### src/rtl/dac_playback_if.sv
// Byte-wide AXI4-Stream link from the DMA MM2S channel into the DAC playback block.
interface dac_playback_if;
    logic [7:0] tdata;
    logic       tkeep;
    logic       tlast;
    logic       tvalid;
    logic       tready;

    // A byte transfers on every rising clock edge where tvalid && tready are both high.
    modport master (output tdata, tkeep, tlast, tvalid, input tready);
    modport slave  (input tdata, tkeep, tlast, tvalid, output tready);
endinterface

### src/rtl/dac_playback.sv
// Reassembles 8-byte frames from the DMA stream into a 2-frame FIFO and releases
// one frame per programmable period to the DAC, with start/abort/done control.
module dac_playback #(
    parameter int FIFO_DEPTH = 2
) (
    input  logic                 dac_clk,
    input  logic                 dac_rst,
    input  logic [31:0]          play_len,
    input  logic [15:0]          rate_div,
    input  logic                 play_start,
    input  logic                 play_abort,
    output logic                 play_busy,
    output logic                 play_done,
    output logic                 tlast_err,
    output logic [15:0]          underrun_cnt,
    dac_playback_if.slave        dma_axis,
    output logic [63:0]          dac_data,
    output logic                 dac_valid,
    output logic                 play_state
);
    localparam logic [1:0] FIFO_FULL = 2'(FIFO_DEPTH);

    typedef enum logic {S_IDLE = 1'b0, S_PLAY = 1'b1} state_t;
    state_t state, state_nxt;

    logic [31:0] len_q, rx_frames, tx_frames;
    logic [15:0] div_q, rate_cnt;
    logic [2:0]  byte_idx;
    logic [63:0] frame_buf;
    logic [63:0] fifo_mem [2];
    logic        wr_ptr, rd_ptr;
    logic [1:0]  fifo_cnt;
    logic        primed, tready_q;

    logic        in_play, start_acc, abort_acc, hs, push, final_byte;
    logic        tick, pop, underrun, last_pop, tready_nxt;
    logic [1:0]  cnt_nxt;
    logic [31:0] rx_nxt, len_nxt;
    logic        unused_tkeep;

    assign unused_tkeep = dma_axis.tkeep;

    always_comb begin
        in_play    = (state == S_PLAY) && !play_abort;
        start_acc  = (state == S_IDLE) && play_start;
        abort_acc  = (state == S_PLAY) && play_abort;
        hs         = in_play && dma_axis.tvalid && tready_q;
        push       = hs && (byte_idx == 3'd7);
        final_byte = (rx_frames == len_q - 32'd1) && (byte_idx == 3'd7);
        // The very first buffered frame ticks the pacer before primed is registered.
        tick       = (primed || (fifo_cnt != 2'd0)) && (rate_cnt == 16'd0);
        pop        = in_play && tick && (fifo_cnt != 2'd0);
        underrun   = in_play && tick && (fifo_cnt == 2'd0);
        last_pop   = pop && (tx_frames == len_q - 32'd1);
    end

    // State register
    always_ff @(posedge dac_clk) begin
        if (dac_rst) state <= S_IDLE;
        else         state <= state_nxt;
    end

    // Next-state logic
    always_comb begin
        state_nxt = state;
        case (state)
            S_IDLE: if (play_start && (play_len != 32'd0)) state_nxt = S_PLAY;
            S_PLAY: if (play_abort || last_pop)            state_nxt = S_IDLE;
            default: state_nxt = S_IDLE;
        endcase
    end

    // Outputs decoded from state
    always_comb begin
        play_busy       = (state == S_PLAY);
        play_state      = state;
        dma_axis.tready = tready_q;
    end

    // tready is registered from the values count/rx/len will hold next cycle.
    always_comb begin
        cnt_nxt = fifo_cnt + 2'(push) - 2'(pop);
        if (start_acc || abort_acc) cnt_nxt = 2'd0;
        rx_nxt  = start_acc ? 32'd0 : rx_frames + 32'(push);
        len_nxt = start_acc ? play_len : len_q;
        tready_nxt = (state_nxt == S_PLAY) && (cnt_nxt < FIFO_FULL) && (rx_nxt < len_nxt);
    end

    always_ff @(posedge dac_clk) begin
        if (push) fifo_mem[wr_ptr] <= {dma_axis.tdata, frame_buf[55:0]};
    end

    always_ff @(posedge dac_clk) begin
        if (dac_rst) begin
            len_q        <= 32'd0;
            div_q        <= 16'd0;
            rx_frames    <= 32'd0;
            tx_frames    <= 32'd0;
            rate_cnt     <= 16'd0;
            byte_idx     <= 3'd0;
            frame_buf    <= 64'd0;
            wr_ptr       <= 1'b0;
            rd_ptr       <= 1'b0;
            fifo_cnt     <= 2'd0;
            primed       <= 1'b0;
            tready_q     <= 1'b0;
            play_done    <= 1'b0;
            tlast_err    <= 1'b0;
            underrun_cnt <= 16'd0;
            dac_data     <= 64'd0;
            dac_valid    <= 1'b0;
        end else begin
            play_done <= 1'b0;
            dac_valid <= 1'b0;
            tready_q  <= tready_nxt;
            fifo_cnt  <= cnt_nxt;
            if (start_acc) begin
                len_q        <= play_len;
                div_q        <= rate_div;
                tlast_err    <= 1'b0;
                underrun_cnt <= 16'd0;
                rx_frames    <= 32'd0;
                tx_frames    <= 32'd0;
                primed       <= 1'b0;
                byte_idx     <= 3'd0;
                rate_cnt     <= 16'd0;
                wr_ptr       <= 1'b0;
                rd_ptr       <= 1'b0;
                if (play_len == 32'd0) play_done <= 1'b1;
            end else if (abort_acc) begin
                byte_idx <= 3'd0;
                wr_ptr   <= 1'b0;
                rd_ptr   <= 1'b0;
            end else if (in_play) begin
                if (hs) begin
                    frame_buf[{byte_idx, 3'b000} +: 8] <= dma_axis.tdata;
                    byte_idx <= byte_idx + 3'd1;
                    // A misplaced or missing tlast is flagged, but the byte is still used.
                    if (dma_axis.tlast != final_byte) tlast_err <= 1'b1;
                end
                if (push) begin
                    wr_ptr    <= ~wr_ptr;
                    rx_frames <= rx_frames + 32'd1;
                end
                if (fifo_cnt != 2'd0) primed <= 1'b1;
                if (tick)                                 rate_cnt <= div_q;
                else if (primed && (rate_cnt != 16'd0))   rate_cnt <= rate_cnt - 16'd1;
                if (pop) begin
                    dac_data  <= fifo_mem[rd_ptr];
                    dac_valid <= 1'b1;
                    rd_ptr    <= ~rd_ptr;
                    tx_frames <= tx_frames + 32'd1;
                    if (last_pop) play_done <= 1'b1;
                end
                if (underrun && (underrun_cnt != 16'hFFFF))
                    underrun_cnt <= underrun_cnt + 16'd1;
            end
        end
    end
endmodule

### src/flat_wrapper.sv
// flat-port wrapper written by rule: the top's interface ports become plain ports
module dac_playback_flat 
#(
    parameter int FIFO_DEPTH = 2
)
  (dac_clk, dac_rst, play_len, rate_div, play_start, play_abort, play_busy, play_done, tlast_err, underrun_cnt, dac_data, dac_valid, play_state, dma_axis_tdata, dma_axis_tkeep, dma_axis_tlast, dma_axis_tvalid, dma_axis_tready);
  dac_playback_if dma_axis_i ();
  input  logic dac_clk;
  input  logic dac_rst;
  input  logic [31:0] play_len;
  input  logic [15:0] rate_div;
  input  logic play_start;
  input  logic play_abort;
  output logic play_busy;
  output logic play_done;
  output logic tlast_err;
  output logic [15:0] underrun_cnt;
  output logic [63:0] dac_data;
  output logic dac_valid;
  output logic play_state;
  input wire logic [$bits(dma_axis_i.tdata)-1:0] dma_axis_tdata;
  input wire logic [$bits(dma_axis_i.tkeep)-1:0] dma_axis_tkeep;
  input wire logic [$bits(dma_axis_i.tlast)-1:0] dma_axis_tlast;
  input wire logic [$bits(dma_axis_i.tvalid)-1:0] dma_axis_tvalid;
  output wire logic [$bits(dma_axis_i.tready)-1:0] dma_axis_tready;
  assign dma_axis_i.tdata = dma_axis_tdata;
  assign dma_axis_i.tkeep = dma_axis_tkeep;
  assign dma_axis_i.tlast = dma_axis_tlast;
  assign dma_axis_i.tvalid = dma_axis_tvalid;
  assign dma_axis_tready = dma_axis_i.tready;
  dac_playback #(.FIFO_DEPTH(FIFO_DEPTH)) u_core (.dac_clk(dac_clk), .dac_rst(dac_rst), .play_len(play_len), .rate_div(rate_div), .play_start(play_start), .play_abort(play_abort), .play_busy(play_busy), .play_done(play_done), .tlast_err(tlast_err), .underrun_cnt(underrun_cnt), .dma_axis(dma_axis_i), .dac_data(dac_data), .dac_valid(dac_valid), .play_state(play_state));
endmodule
### config.mk
export PLATFORM = sky130hd
export DESIGN_NAME = dac_playback_flat
export DESIGN_NICKNAME = d
export VERILOG_FILES = /design/src/rtl/dac_playback_if.sv /design/src/rtl/dac_playback.sv /design/src/flat_wrapper.sv
export SDC_FILE = /design/constraint.sdc
export NUM_CORES = 1
export LEC_CHECK = 0
export BUFFER_PORTS_ARGS = -buffer_cell sky130_fd_sc_hd__buf_2
export CORE_UTILIZATION = 30
export DETAILED_ROUTE_END_ITERATION = 10
export GPL_TIMING_DRIVEN = 0
export PLACE_DENSITY = 0.5
export SYNTH_ARGS = -nofsm -noshare
export SYNTH_HDL_FRONTEND = slang
export SYNTH_SLANG_ARGS = --single-unit
### constraint.sdc
create_clock -name dac_clk -period 11.9 [get_ports dac_clk]
set_input_delay 0.595 -clock dac_clk [delete_from_list [all_inputs] [get_ports dac_clk]]
set_output_delay 0.595 -clock dac_clk [all_outputs]
set_load 0.01 [all_outputs]
# Yosys cells after proc, flatten, opt, wreduce, memory -nomap -nowiden
# Memory sizes are Yosys's and may differ from the RTL's. A register that Yosys moved wholly into a read port is not among the register bits.
# Index checks and enable logic that the tools add are counted.
[word_totals] ramBits=128 input_bits=63 n_memories=1 regBits=221 word_cells=103 output_inout_bits=86
[memory_table] name="u_core.fifo_mem" words=2 word_bits=64 read_ports=1 rd_ports_with_merged_regs=1 write_ports=1 line="dac_playback.sv:30" text="logic [63:0] fifo_mem [2];"
[op_classes] add_sub_neg=10 reduce_logical=42 order_cmp=2 n_shift=2 bitwise=6 n_eq_ne=5 muxes=18
[op_table] op="adder 32 x 1 -> 32 bit, second input constant" count=2
[op_table] op="bitwise mux 64 bit" count=1
[op_table] op="equality test 32 bit" count=2
[op_table] op="2-to-1 mux 32 bit" count=2
[op_table] op="variable shift 8 x 8 -> 64 bit, first input constant" count=1
[op_table] op="variable part select 8 x 8 -> 64 bit" count=1
[op_table] op="adder 32 x 1 -> 32 bit" count=1
[op_table] op="zero test 32 bit" count=1
[op_table] op="less-than comparator 32 bit" count=1
[op_table] op="2-to-1 mux 16 bit" count=2
[op_table] op="nonzero test 32 bit" count=1
[op_table] op="subtractor 32 x 1 -> 32 bit, second input constant" count=1
[op_table] op="logical AND 1 bit" count=17
[op_table] op="adder 16 x 1 -> 16 bit, second input constant" count=1
[op_table] op="zero test 16 bit" count=1
[op_table] op="!= test 16 bit, second input constant" count=1
[op_table] op="nonzero test 16 bit" count=1
[op_table] op="subtractor 16 x 1 -> 16 bit, second input constant" count=1
[op_table] op="AND reduction 3 bit" count=5
[op_table] op="AND reduction 4 bit" count=3
[op_table] op="2-to-1 mux 1 bit" count=11
[op_table] op="negator 6 -> 8 bit" count=1
[op_table] op="NOT 1 bit" count=6
[op_table] op="AND reduction 2 bit" count=3
[op_table] op="other kinds (15)" count=18

# Longest topological paths before layout
# Gate-level depths: netlist (run 1).
[depth] depth_word=11 depth_mapped=21 ltp_nobuf=21

# Worst setup path before layout (run 1)
# OpenSTA, ideal clock, no wires.
[synth_timing] path_kind="input -> register" start="input port play_abort" end="memory u_core.fifo_mem[0][0] (enable)" setup_time_ns=0.487 required_time_ns=11.413 setup_slack_ns=7.466 arrival_ns=3.947 stages=4 path_buffers=1 cell_sequence="and4b_1 -> clkbuf_1 -> nand2_1 -> nor2_1"
[synth_between] elab_chain_cells=7
[synth_lines] element="start: declaration" line="flat_wrapper.sv:13" text="input logic play_abort;"
[synth_lines] element="zero test 1 bit" line="dac_playback.sv:44" text="in_play = (state == S_PLAY) && !play_abort;"
[synth_lines] element="logical AND 1 bit" line="dac_playback.sv:44"
[synth_lines] element="logical AND 1 bit (2 in a row)" line="dac_playback.sv:47" text="hs = in_play && dma_axis.tvalid && tready_q;"
[synth_lines] element="logical AND 1 bit" line="dac_playback.sv:48" text="push = hs && (byte_idx == 3'd7);"
[synth_lines] element="2-to-1 mux 1 bit" line="dac_playback.sv:90" text="if (push) fifo_mem[wr_ptr] <= {dma_axis.tdata, frame_buf[55:0]};"
[synth_lines] element="2-to-1 mux 1 bit (not written as such)" line="dac_playback.sv:90"
[synth_lines] element="end: declaration" line="dac_playback.sv:30"
# Every way passes these cells.

# Worst setup path in the final report (run 1)
[layout_timing] start="register u_core.rate_cnt[0]" end="register u_core.tready_q (netlist: u_core.dma_axis.tready)"
[layout_between] elab_chain_cells=10
[layout_lines] element="start: declaration" line="dac_playback.sv:27" text="logic [15:0] div_q, rate_cnt;"
[layout_lines] element="start signal: assignment" line="dac_playback.sv:146" text="if (tick) rate_cnt <= div_q;"
[layout_lines] element="start signal: assignment" line="dac_playback.sv:147" text="else if (primed && (rate_cnt != 16'd0)) rate_cnt <= rate_cnt - 16'd1;"
[layout_lines] element="zero test 16 bit *" line="dac_playback.sv:51" text="tick = (primed || (fifo_cnt != 2'd0)) && (rate_cnt == 16'd0);"
[layout_lines] element="logical AND 1 bit *" line="dac_playback.sv:51"
[layout_lines] element="logical AND 1 bit * (2 in a row)" line="dac_playback.sv:52" text="pop = in_play && tick && (fifo_cnt != 2'd0);"
[layout_lines] element="net u_core.pop" line="dac_playback.sv:36" text="logic tick, pop, underrun, last_pop, tready_nxt;"
[layout_lines] element="branches (longest 4 deep; another with subtractor 2 x 1 -> 2 bit)"
[layout_lines] element="logical AND 1 bit * (2 in a row)" line="dac_playback.sv:86" text="tready_nxt = (state_nxt == S_PLAY) && (cnt_nxt < FIFO_FULL) && (rx_nxt < len_nxt);"
[layout_lines] element="end signal: assignment" line="dac_playback.sv:115" text="tready_q <= tready_nxt;"
[layout_lines] element="end: declaration" line="dac_playback.sv:33" text="logic primed, tready_q;"
# Mark *: on every way through the listed nets, which the timed path passes.
# A chain may end at the register's enable or synchronous reset.

==> impl_metrics.py, run 1 <==
metrics = {
    "critical_path": {
        "slowest_delay_ns": 0.70,
        "cp-start-kind": "flop",
        "critPathSlowestCell": "clkbuf_1",
        "critical_path_required_ns": 12.41,
        "worstSetupEndpointType": "flop",
        "regToRegSetupSlack_ns": 5.80,
        "crit_family": "buffers and inverters",
        "crit_path_cell_trace": "inv_1 -> ha_1 -> or3b_2 -> nor4b_4 -> nand2_1 -> inv_1 -> clkbuf_1 -> clkbuf_1 -> buf_1 -> ha_1 -> inv_1 -> ha_1 -> xor2_1 -> xnor2_1 -> o221ai_1 -> a31oi_1 -> o211a_1",
        "critPathKind": "reg2reg",
        "worstPathArrival_ns": 6.61,
        "worst-path-buf-inv": 6,
        "path_max_fanout": 10,
    },
    "die": {
        "die-area_mm2": 0.06351,
        "initial_core_util_pct": 30.38,
        "die_y_um": 252.0,
        "fp.coreArea_mm2": 0.06171,
        "die_w_um": 252.0,
        "row_count": 91,
        "pin_count": 149,
    },
    "synth": {
        "synthTopCellsByArea": "dfxtp_1 30%, edfxtp_1 20%, mux2i_1 8.1%, nor2_1 6.3%, xnor2_1 3.9%",
        "synth_area_leader_cell": "dfxtp_1",
        "synthesis.nets": 2013,
        "ys_warn_count": 0,
        "ys_types": 66,
        "ys_seq_area_share_pct": 50.07,
        "synthArstFlopShare_pct": 0,
        "syn-instance-count": 1906,
        "synthesis.area_mm2": 0.01875,
        "yosysTopAreaCellShare_pct": 29.57,
        "postSynthAreaPerCell_um2": 9.838,
        "ys_dominant_reg_cell": "dfxtp_1",
        "synth-seq-cells": 405,
        "synth_edf_count": 128,
    },
    "power_and_ir_drop": {
        "power_mw": 3.095,
        "ir_drop_mv": 0.09414,
        "p_per_area_mw_per_mm2": 139.7,
        "p_leak_nw": 7.852,
    },
    "sta": {
        "finalClockSkew_ns": 0.01880,
        "fin_tns_setup_ns": 0,
        "fmax_mhz": 163.8,
        "hold_ws_ns": 0.2458,
        "min_period_ns": 6.104,
        "post-route-period-util_pct": 51.30,
        "rsz0062_at_grt": "false",
        "setup_ws_ns": 5.796,
        "worst_slew_pin_slew_ns": 1.373,
        "drv_slew": 0,
        "setup_viol": 0,
        "finalHoldViolations": 0,
        "relSlewSlack_pct": 8.475,
    },
    "clock_network": {
        "numCtsBuffers": 46,
        "clock_latency_ns": 0.60,
        "cts_setup_buffers": 0,
        "h-tree-depth": 2,
        "cts_hold_buf": 0,
        "cts.sinks": 405,
        "clk_path_buf_depth": 3,
        "clk_pin_slew_worst_paths_ns": 0.06,
        "cts_resized": 0,
        "cts_root_buf": "clkbuf_16",
        "cts_tree": "yes",
    },
    "global_routing": {
        "antenna_found_initial": 1,
        "grt.overflow.total": 0,
        "grt_pass1_wl_mm": 87.66,
        "grt_use_total_pct": 18.21,
        "grt_pass1_vias": 14480,
        "grt_max_degree": 37,
    },
    "min_path": {
        "hold_path_class": "in2reg",
    },
    "place": {
        "place_ws_ns": 5.751,
        "io_buffer_count": 147,
        "place_inst": 2894,
        "place_congestion": 0.9266,
        "hpwl_mm": 43.06,
    },
    "final_layout": {
        "nets": 2212,
        "fillCellCount": 6395,
        "mostFrequentLayoutCells": "313 x nor2_1, 277 x dfxtp_1, 151 x mux2i_1",
        "drive_gt1_share_pct": 11.53,
        "area_growth_pct": 18.12,
        "stdcell_count": 2981,
        "final_common_cell": "nor2_1",
    },
    "run_status": {
        "status": "finished clean",
    },
    "drt": {
        "vias_per_cell": 4.955,
        "drc": 0,
        "drtPass1Iterations": 5,
        "drt_iter0_markers": 971,
        "vias": 14770,
        "wire_per_inst_um": 19.53,
        "wirelength_mm": 58.22,
        "ant_nets": 0,
    },
    "run": {
        "cap_violations": 0,
    },
}
## cell type report
class                   count  area (µm²)  share of cell area [%]
flip-flops and latches    405        9389                   42.39
multi-input cells        1353        8790                   39.68
clock buffers              62        1251                   5.649
plain buffers             124       494.2                   2.231
clock inverters            24       254.0                   1.147
inverters                  24       90.09                  0.4067
well taps                 837        1047                   4.728
diodes                      1       2.502                 0.01130
repair buffers            151       830.8                   3.751
## worst paths after layout
kind,depth (start not counted),endpoint,from
min reg2reg,0,u_core.fifo_mem[0][28],u_core.frame_buf[28]
max,17,u_core.dma_axis.tready,u_core.rate_cnt[0]
min,3,u_core.div_q[2],rate_div[2]
max reg2reg,17,u_core.dma_axis.tready,u_core.rate_cnt[0]
## Yosys cell counts (4+ instances only)
| library cell | number |
|---|---|
| or4_1 | 9 |
| o22ai_1 | 4 |
| a21oi_1 | 82 |
| xnor2_1 | 83 |
| o2111ai_1 | 7 |
| nand3b_1 | 7 |
| nor2_1 | 314 |
| dfxtp_1 | 277 |
| or3_1 | 36 |
| a21o_1 | 12 |
| clkbuf_1 | 101 |
| nor2b_1 | 15 |
| and4_1 | 4 |
| xor2_1 | 69 |
| xnor3_1 | 7 |
| buf_1 | 17 |
| a211oi_1 | 68 |
| o21ai_0 | 45 |
| a31oi_1 | 5 |
| mux2i_1 | 151 |
| nand4_1 | 40 |
| nand2b_1 | 14 |
| and2_1 | 8 |
| and3_1 | 21 |
| or2_2 | 7 |
| ha_1 | 44 |
| nor3_1 | 38 |
| nand2_1 | 124 |
| inv_1 | 24 |
| o211ai_1 | 6 |
| nor4_1 | 35 |
| nand3_1 | 45 |
| edfxtp_1 | 128 |
## cells by family (layout without fill, tap and decap cells)
logic type,count (synthesis),after routing,synth area share (%)
flip-flops,405,405,50.07
buffers and inverters,148,385,3.116
adder cells (fa/ha/maj),44,44,2.936
other,0,1,0
AND/OR/NAND/NOR,736,736,18.78
multiplexers,151,151,8.061
XOR/XNOR,159,159,7.941
AO/OA/AOI/OAI,263,263,9.095
## sequential cells by signal (all words and copies together) (netlist names)
register	count
u_core.div_q	16
u_core.rx_frames	32
u_core.tx_frames	32
u_core.play_busy	1
u_core.frame_buf	56
u_core.dma_axis.tready	1
u_core.fifo_mem	128
u_core.tlast_err	1
u_core.rd_ptr	1
u_core.byte_idx	3
u_core.rate_cnt	16
u_core.len_q	32
u_core.underrun_cnt	16
u_core.dac_data	64
u_core.fifo_cnt	2
u_core.play_done	1
u_core.wr_ptr	1
u_core.primed	1
u_core.dac_valid	1
## through the flow
| stage | instance area, µm² | utilization (%) |
|---|---|---|
| 4_1_cts | 22150 | 35.89 |
| 3_5_place_dp | 20640 | 33.45 |
| 2_1_floorplan | 18750 | - |
| 3_3_place_gp | 20530 | 33.27 |
| 6_report | 22150 | 35.89 |
| 5_1_grt | 22150 | 35.89 |
## where the power goes
| part | internal (mW) | total, mW | leakage [nW] | switching, mW |
|---|---|---|---|---|
| Combinational | 0.0823 | 0.241 | 3.96 | 0.159 |
| Clock | 0.812 | 1.41 | 0.737 | 0.602 |
| Sequential | 1.43 | 1.44 | 3.16 | 0.0117 |
| Total | 2.32 | 3.10 | 7.85 | 0.773 |
## metal layers
metal / global-route usage (%) / wire length (µm) / vias up
met5: 0 / 0 / -
met4: 5.403 / 1519 / 0
met1: 23.31 / 25680 / 7171
met3: 3.559 / 3057 / 82
met2: 30.89 / 27970 / 315
li1: - / - / 7202
## worst reg2reg max path, cell delays in order (launching register included)
cell and delay (ns):
dfxtp_1 0.34, inv_1 0.07, ha_1 0.19, or3b_2 0.52, nor4b_4 0.38, nand2_1 0.38, inv_1 0.26, clkbuf_1 0.70
clkbuf_1 0.70, buf_1 0.57, ha_1 0.34, inv_1 0.05, ha_1 0.16, xor2_1 0.08, xnor2_1 0.55, o221ai_1 0.24
a31oi_1 0.21, o211a_1 0.28
No activity file was read; power rests on OpenSTA's default activity.
==> inputs of run 2 (changes only) <==
PLACE_DENSITY = 0.51   (was 0.5)
clock period = 5.5 ns   (was 11.9 ns; I/O delays follow)
==> run 2 against run 1 <==
Setup slack got worse by 5.5 ns. Sequential cell count did not move. Critical path type unchanged. Highest routed layer unchanged. Sequential share of layout area fell by 0.89 points.
==> impl_metrics.py, run 2 (synthesis results as in run 1) <==
metrics = {
    "run_status": {
        "status": "finished clean",
    },
    "sta": {
        "finalClockSkew_ns": 0.01403,
        "finalHoldViolations": 0,
        "fmax_mhz": 191.5,
        "rsz0062_at_grt": "false",
        "hold_ws_ns": 0.02871,
        "setup_viol": 0,
        "min_period_ns": 5.222,
        "worst_slew_pin_slew_ns": 1.046,
        "post-route-period-util_pct": 94.94,
        "setup_ws_ns": 0.2784,
        "drv_slew": 0,
        "relSlewSlack_pct": 30.02,
    },
    "power_and_ir_drop": {
        "pwr-share-comb_pct": 7.8,
        "p_per_area_mw_per_mm2": 304.7,
        "seqPwrFrac_pct": 45.2,
        "ir_drop_mv": 0.2224,
        "clockPowerShare_pct": 47.0,
        "power_switching_mw": 1.693,
        "switching_share_pct": 24.56,
        "p_leak_nw": 8.050,
        "p_int_mw": 5.201,
    },
    "clock_network": {
        "clock_latency_ns": 0.60,
        "cts.sinks": 405,
        "cts_tree": "yes",
        "clk_path_buf_depth": 3,
        "numCtsBuffers": 48,
        "cts_root_buf": "clkbuf_16",
        "clk_pin_slew_worst_paths_ns": 0.06,
        "h-tree-depth": 2,
    },
    "global_routing": {
        "grt_use_total_pct": 18.17,
        "grt_pass1_vias": 14563,
        "antenna_found_initial": 0,
        "grt_max_degree": 41,
        "grt.overflow.total": 0,
        "grt_pass1_wl_mm": 87.87,
    },
    "final_layout": {
        "top_register": "u_core.fifo_mem",
        "mostFrequentLayoutCells": "313 x nor2_1, 277 x dfxtp_1, 151 x mux2i_1",
        "nets": 2248,
        "antennaDiodeCount": 0,
        "fin_util_pct": 36.66,
        "largest_reg_flops": 128,
        "area_growth_pct": 20.67,
        "stdcell_count": 3016,
        "drive_gt1_share_pct": 11.89,
        "largestRegisters": "u_core.fifo_mem: 128 flops, u_core.dac_data: 64 flops, u_core.frame_buf: 56 flops",
        "final_common_cell": "nor2_1",
        "fillCellCount": 6334,
    },
    "die": {
        "row_count": 91,
        "die-area_mm2": 0.06351,
        "pin_count": 149,
        "initial_core_util_pct": 30.38,
        "fp.coreArea_mm2": 0.06171,
        "die_y_um": 252.0,
        "die_w_um": 252.0,
    },
    "place": {
        "place_congestion": 0.9287,
        "place_ws_ns": -0.5018,
        "hpwl_mm": 42.97,
        "place_inst": 2894,
        "io_buffer_count": 147,
    },
    "drt": {
        "ant_nets": 0,
        "drt_iter0_markers": 936,
        "drc": 0,
        "wirelength_mm": 58.11,
        "vias_per_cell": 4.952,
        "drtPass1Iterations": 5,
        "vias": 14935,
        "wire_per_inst_um": 19.27,
    },
    "critical_path": {
        "worstPathArrival_ns": 5.73,
        "critPathKind": "reg2reg",
        "path_max_fanout": 12,
        "cp-start-kind": "flop",
        "critical_path_required_ns": 6.01,
        "worstSetupEndpointType": "flop",
    },
    "min_path": {
        "hold_path_class": "in2reg",
    },
    "run": {
        "cap_violations": 0,
    },
}
## run 2: layout make-up
| class | count | area (µm²) | share of cell area, % |
|---|---|---|---|
| repair buffers | 187 | 1186 | 5.243 |
| clock buffers | 65 | 1346 | 5.950 |
| clock inverters | 23 | 272.8 | 1.206 |
| multi-input cells | 1353 | 8801 | 38.90 |
| well taps | 837 | 1047 | 4.629 |
| inverters | 24 | 93.84 | 0.4148 |
| plain buffers | 122 | 489.2 | 2.162 |
| flip-flops and latches | 405 | 9389 | 41.50 |
## run 2: power groups by stage
stage / Clock [mW] / Combinational, mW / Sequential [mW]
4_1_cts: 3.33 / 0.541 / 3.11
2_1_floorplan: 0 / 0.324 / 3.17
3_3_place_gp: 0 / 0.516 / 3.18
3_5_place_dp: 0 / 0.518 / 3.18
5_1_grt: 3.43 / 0.585 / 3.12
6_report: 3.24 / 0.541 / 3.12
## run 2: repair_timing
item / in CTS / in global routing
gates cloned: 0 / 0
buffers inserted: 0 / 0
gates resized for setup: 3 / 4
hold buffers: 36 / 0
hold endpoints to repair: 36 / 0
endpoints found under the setup margin: 1 / 1
## run 2: stage by stage
step	area [µm²]	TNS (ns)	power (mW)
finish	22630	0	6.894
global route	22630	0	7.131
CTS	22620	0	6.981
detailed placement	20640	-0.5018	3.698
global placement	20530	-89.59	3.695
floorplan	18750	0	3.492
## run 2: critical path: stages (launching register included)
cell and delay (ns):
dfxtp_1 0.34, inv_1 0.07, ha_1 0.17, or3b_2 0.51, nor4b_4 0.36, nand2_1 0.39, clkinvlp_4 0.45, clkbuf_2 0.41
buf_1 0.53, ha_1 0.34, inv_1 0.06, ha_1 0.16, xor2_1 0.08, xnor2_1 0.58, o221ai_1 0.24, a31oi_1 0.19
o211a_1 0.25
## run 2: per-layer routing
metal / part of all wire (%) / routed length [µm] / up-vias / GRT usage [%]
met5: 0 / 0 / - / 0
met3: 4.7 / 2738 / 93 / 2.765
li1: - / - / 7258 / -
met4: 3.0 / 1769 / 0 / 6.511
met1: 44 / 25710 / 7233 / 23.51
met2: 48 / 27890 / 351 / 30.60
## run 2: worst paths after layout
check / to / cells past startpoint / slack [ns] / from
min reg2reg: u_core.fifo_mem[1][28] / 0 / 0.45 / u_core.frame_buf[28]
min: u_core.len_q[2] / 3 / 0.03 / play_len[2]
max: u_core.dma_axis.tready / 16 / 0.28 / u_core.rate_cnt[0]
max reg2reg: u_core.dma_axis.tready / 16 / 0.28 / u_core.rate_cnt[0]
==> inputs of run 3 (changes only) <==
PLACE_DENSITY = 0.5   (was 0.51)
clock period = 5.3 ns   (was 5.5 ns; I/O delays follow)
==> run 3 against run 2 <==
Die area is the same. Setup slack lost 0.048 ns. Wire length grew 0.47%. Non-clock buffer count grew 2.
==> impl_metrics.py, run 3 (synthesis results as in run 1) <==
metrics = {
    "drt": {
        "drtPass1Iterations": 5,
        "drc": 0,
        "ant_nets": 0,
        "wire_per_inst_um": 19.35,
        "vias": 14898,
        "wirelength_mm": 58.38,
        "vias_per_cell": 4.938,
        "drt_iter0_markers": 961,
    },
    "sta": {
        "setup_ws_ns": 0.2305,
        "setup_viol": 0,
        "rsz0062_at_grt": "false",
        "relSlewSlack_pct": 4.765,
        "worst_slew_pin_slew_ns": 1.429,
        "fmax_mhz": 197.3,
        "min_period_ns": 5.070,
        "finalHoldViolations": 0,
        "finalClockSkew_ns": 0.01658,
        "drv_slew": 0,
        "post-route-period-util_pct": 95.65,
    },
    "global_routing": {
        "grt_pass1_vias": 14666,
        "grt_max_degree": 37,
        "grt.overflow.total": 0,
        "grt_use_total_pct": 18.28,
        "antenna_found_initial": 2,
        "grt_pass1_wl_mm": 88.13,
    },
    "final_layout": {
        "area_growth_pct": 20.32,
        "largestRegisters": "u_core.fifo_mem: 128 flops, u_core.dac_data: 64 flops, u_core.frame_buf: 56 flops",
        "top_register": "u_core.fifo_mem",
        "stdcell_area_mm2": 0.02256,
        "mostFrequentLayoutCells": "313 x nor2_1, 277 x dfxtp_1, 151 x mux2i_1",
        "nets": 2248,
        "multi_input_area_mm2": 0.008810,
        "fillCellCount": 6365,
        "drive_gt1_share_pct": 11.61,
        "seqCellArea_mm2": 0.009389,
        "final_common_cell": "nor2_1",
        "largest_reg_flops": 128,
    },
    "clock_network": {
        "cts_root_buf": "clkbuf_16",
        "cts_setup_buffers": 0,
        "h-tree-depth": 2,
        "numCtsBuffers": 46,
        "cts.sinks": 405,
        "clk_pin_slew_worst_paths_ns": 0.06,
        "clk_path_buf_depth": 3,
        "clock_latency_ns": 0.59,
        "cts_tree": "yes",
    },
    "min_path": {
        "hold_path_class": "in2reg",
    },
    "die": {
        "pin_count": 149,
        "die_w_um": 252.0,
        "initial_core_util_pct": 30.38,
        "die_y_um": 252.0,
        "fp.coreArea_mm2": 0.06171,
        "row_count": 91,
        "die-area_mm2": 0.06351,
    },
    "critical_path": {
        "worstPathArrival_ns": 5.58,
        "crit_path_frequent_cell": "a21o_1",
        "crit_path_cell_trace": "nor2b_1 -> clkdlybuf4s15_2 -> clkbuf_1 -> mux2i_1 -> ha_1 -> a21o_1 -> a41o_1 -> a21o_1 -> a21oi_1 -> o21ai_0 -> a2111oi_0 -> o211a_1",
        "path_max_fanout": 10,
        "slowest_delay_ns": 0.74,
        "critPathSlowestCell": "a2111oi_0",
        "cp-start-kind": "flop",
        "critical_path_required_ns": 5.81,
        "critPathKind": "reg2reg",
        "worstSetupEndpointType": "flop",
    },
    "place": {
        "dpl_cell_area_mm2": 0.02064,
        "place_ws_ns": -0.8490,
        "place_congestion": 0.9266,
        "io_buffer_count": 147,
        "hpwl_mm": 43.06,
    },
    "power_and_ir_drop": {
        "pwr-share-comb_pct": 8.1,
        "power_mw": 6.967,
        "seqPwrFrac_pct": 46.4,
        "clockPowerShare_pct": 45.5,
        "switching_share_pct": 24.90,
        "power_switching_mw": 1.735,
        "ir_drop_mv": 0.2110,
        "p_int_mw": 5.232,
        "p_per_area_mw_per_mm2": 308.8,
        "p_leak_nw": 8.022,
    },
    "run": {
        "cap_violations": 0,
    },
    "run_status": {
        "status": "finished clean",
    },
}
## run 3: final timing paths
check | start | to | slack (ns) | depth (start not counted)
setup / recovery | u_core.play_busy | u_core.dma_axis.tready | 0.23 | 12
hold / removal | play_len[30] | u_core.len_q[30] | 0.01 | 3
hold reg to reg | u_core.frame_buf[28] | u_core.fifo_mem[0][28] | 0.44 | 0
setup reg to reg | u_core.play_busy | u_core.dma_axis.tready | 0.23 | 12
## run 3: metrics by stage
| step | TNS [ns] | util (%) | hold slack, ns | std cells |
|---|---|---|---|---|
| after floorplan | 0 | - | 0.3639 | 1906 |
| after detailed placement | -1.092 | 33.45 | 0.4371 | 2894 |
| after CTS | 0 | 36.54 | 0.002225 | 3016 |
| final | 0 | 36.56 | 0.01166 | 3017 |
| after global placement | -106.69 | 33.27 | 0.4292 | 2890 |
| after global routing | 0 | 36.55 | 0.02521 | 3016 |
## run 3: critical path, delay by kind of cell (launching register included)
kind,cells,cell delay (ns)
compound gates,7,1.99
fa+ha+maj,1,0.31
buf+inv,2,1.27
flops,1,0.39
mux,1,0.41
simple gates,1,0.60
## run 3: per-layer routing
layer | vias up | part of all wire, % | track usage [%]
met5 | - | 0 | 0
met4 | 0 | 2.9 | 5.939
met3 | 90 | 5.5 | 3.549
met2 | 366 | 48 | 30.85
met1 | 7170 | 44 | 23.33
li1 | 7272 | - | -
## run 3: cell type report
cell class / instances / area share, %
Antenna cell: 1 / 0.01109
Buffer: 121 / 2.180
Clock buffer: 62 / 5.546
Clock inverter: 24 / 1.126
Inverter: 24 / 0.4160
Multi-Input combinational cell: 1353 / 39.05
Sequential cell: 405 / 41.62
Tap cell: 837 / 4.642
Timing Repair Buffer: 190 / 5.413
## run 3: repair_timing
item	CTS	global route
setup endpoints to repair	2	1
pin swaps	0	0
hold buffers	39	0
resized for setup	6	3
hold endpoints to repair	39	0
## run 3: power by group through the flow
stage	clock network, mW	registers [mW]	logic [mW]
2_1_floorplan	0	3.29	0.336
3_3_place_gp	0	3.30	0.535
3_5_place_dp	0	3.30	0.539
4_1_cts	3.25	3.23	0.565
5_1_grt	3.38	3.23	0.611
6_report	3.17	3.23	0.565
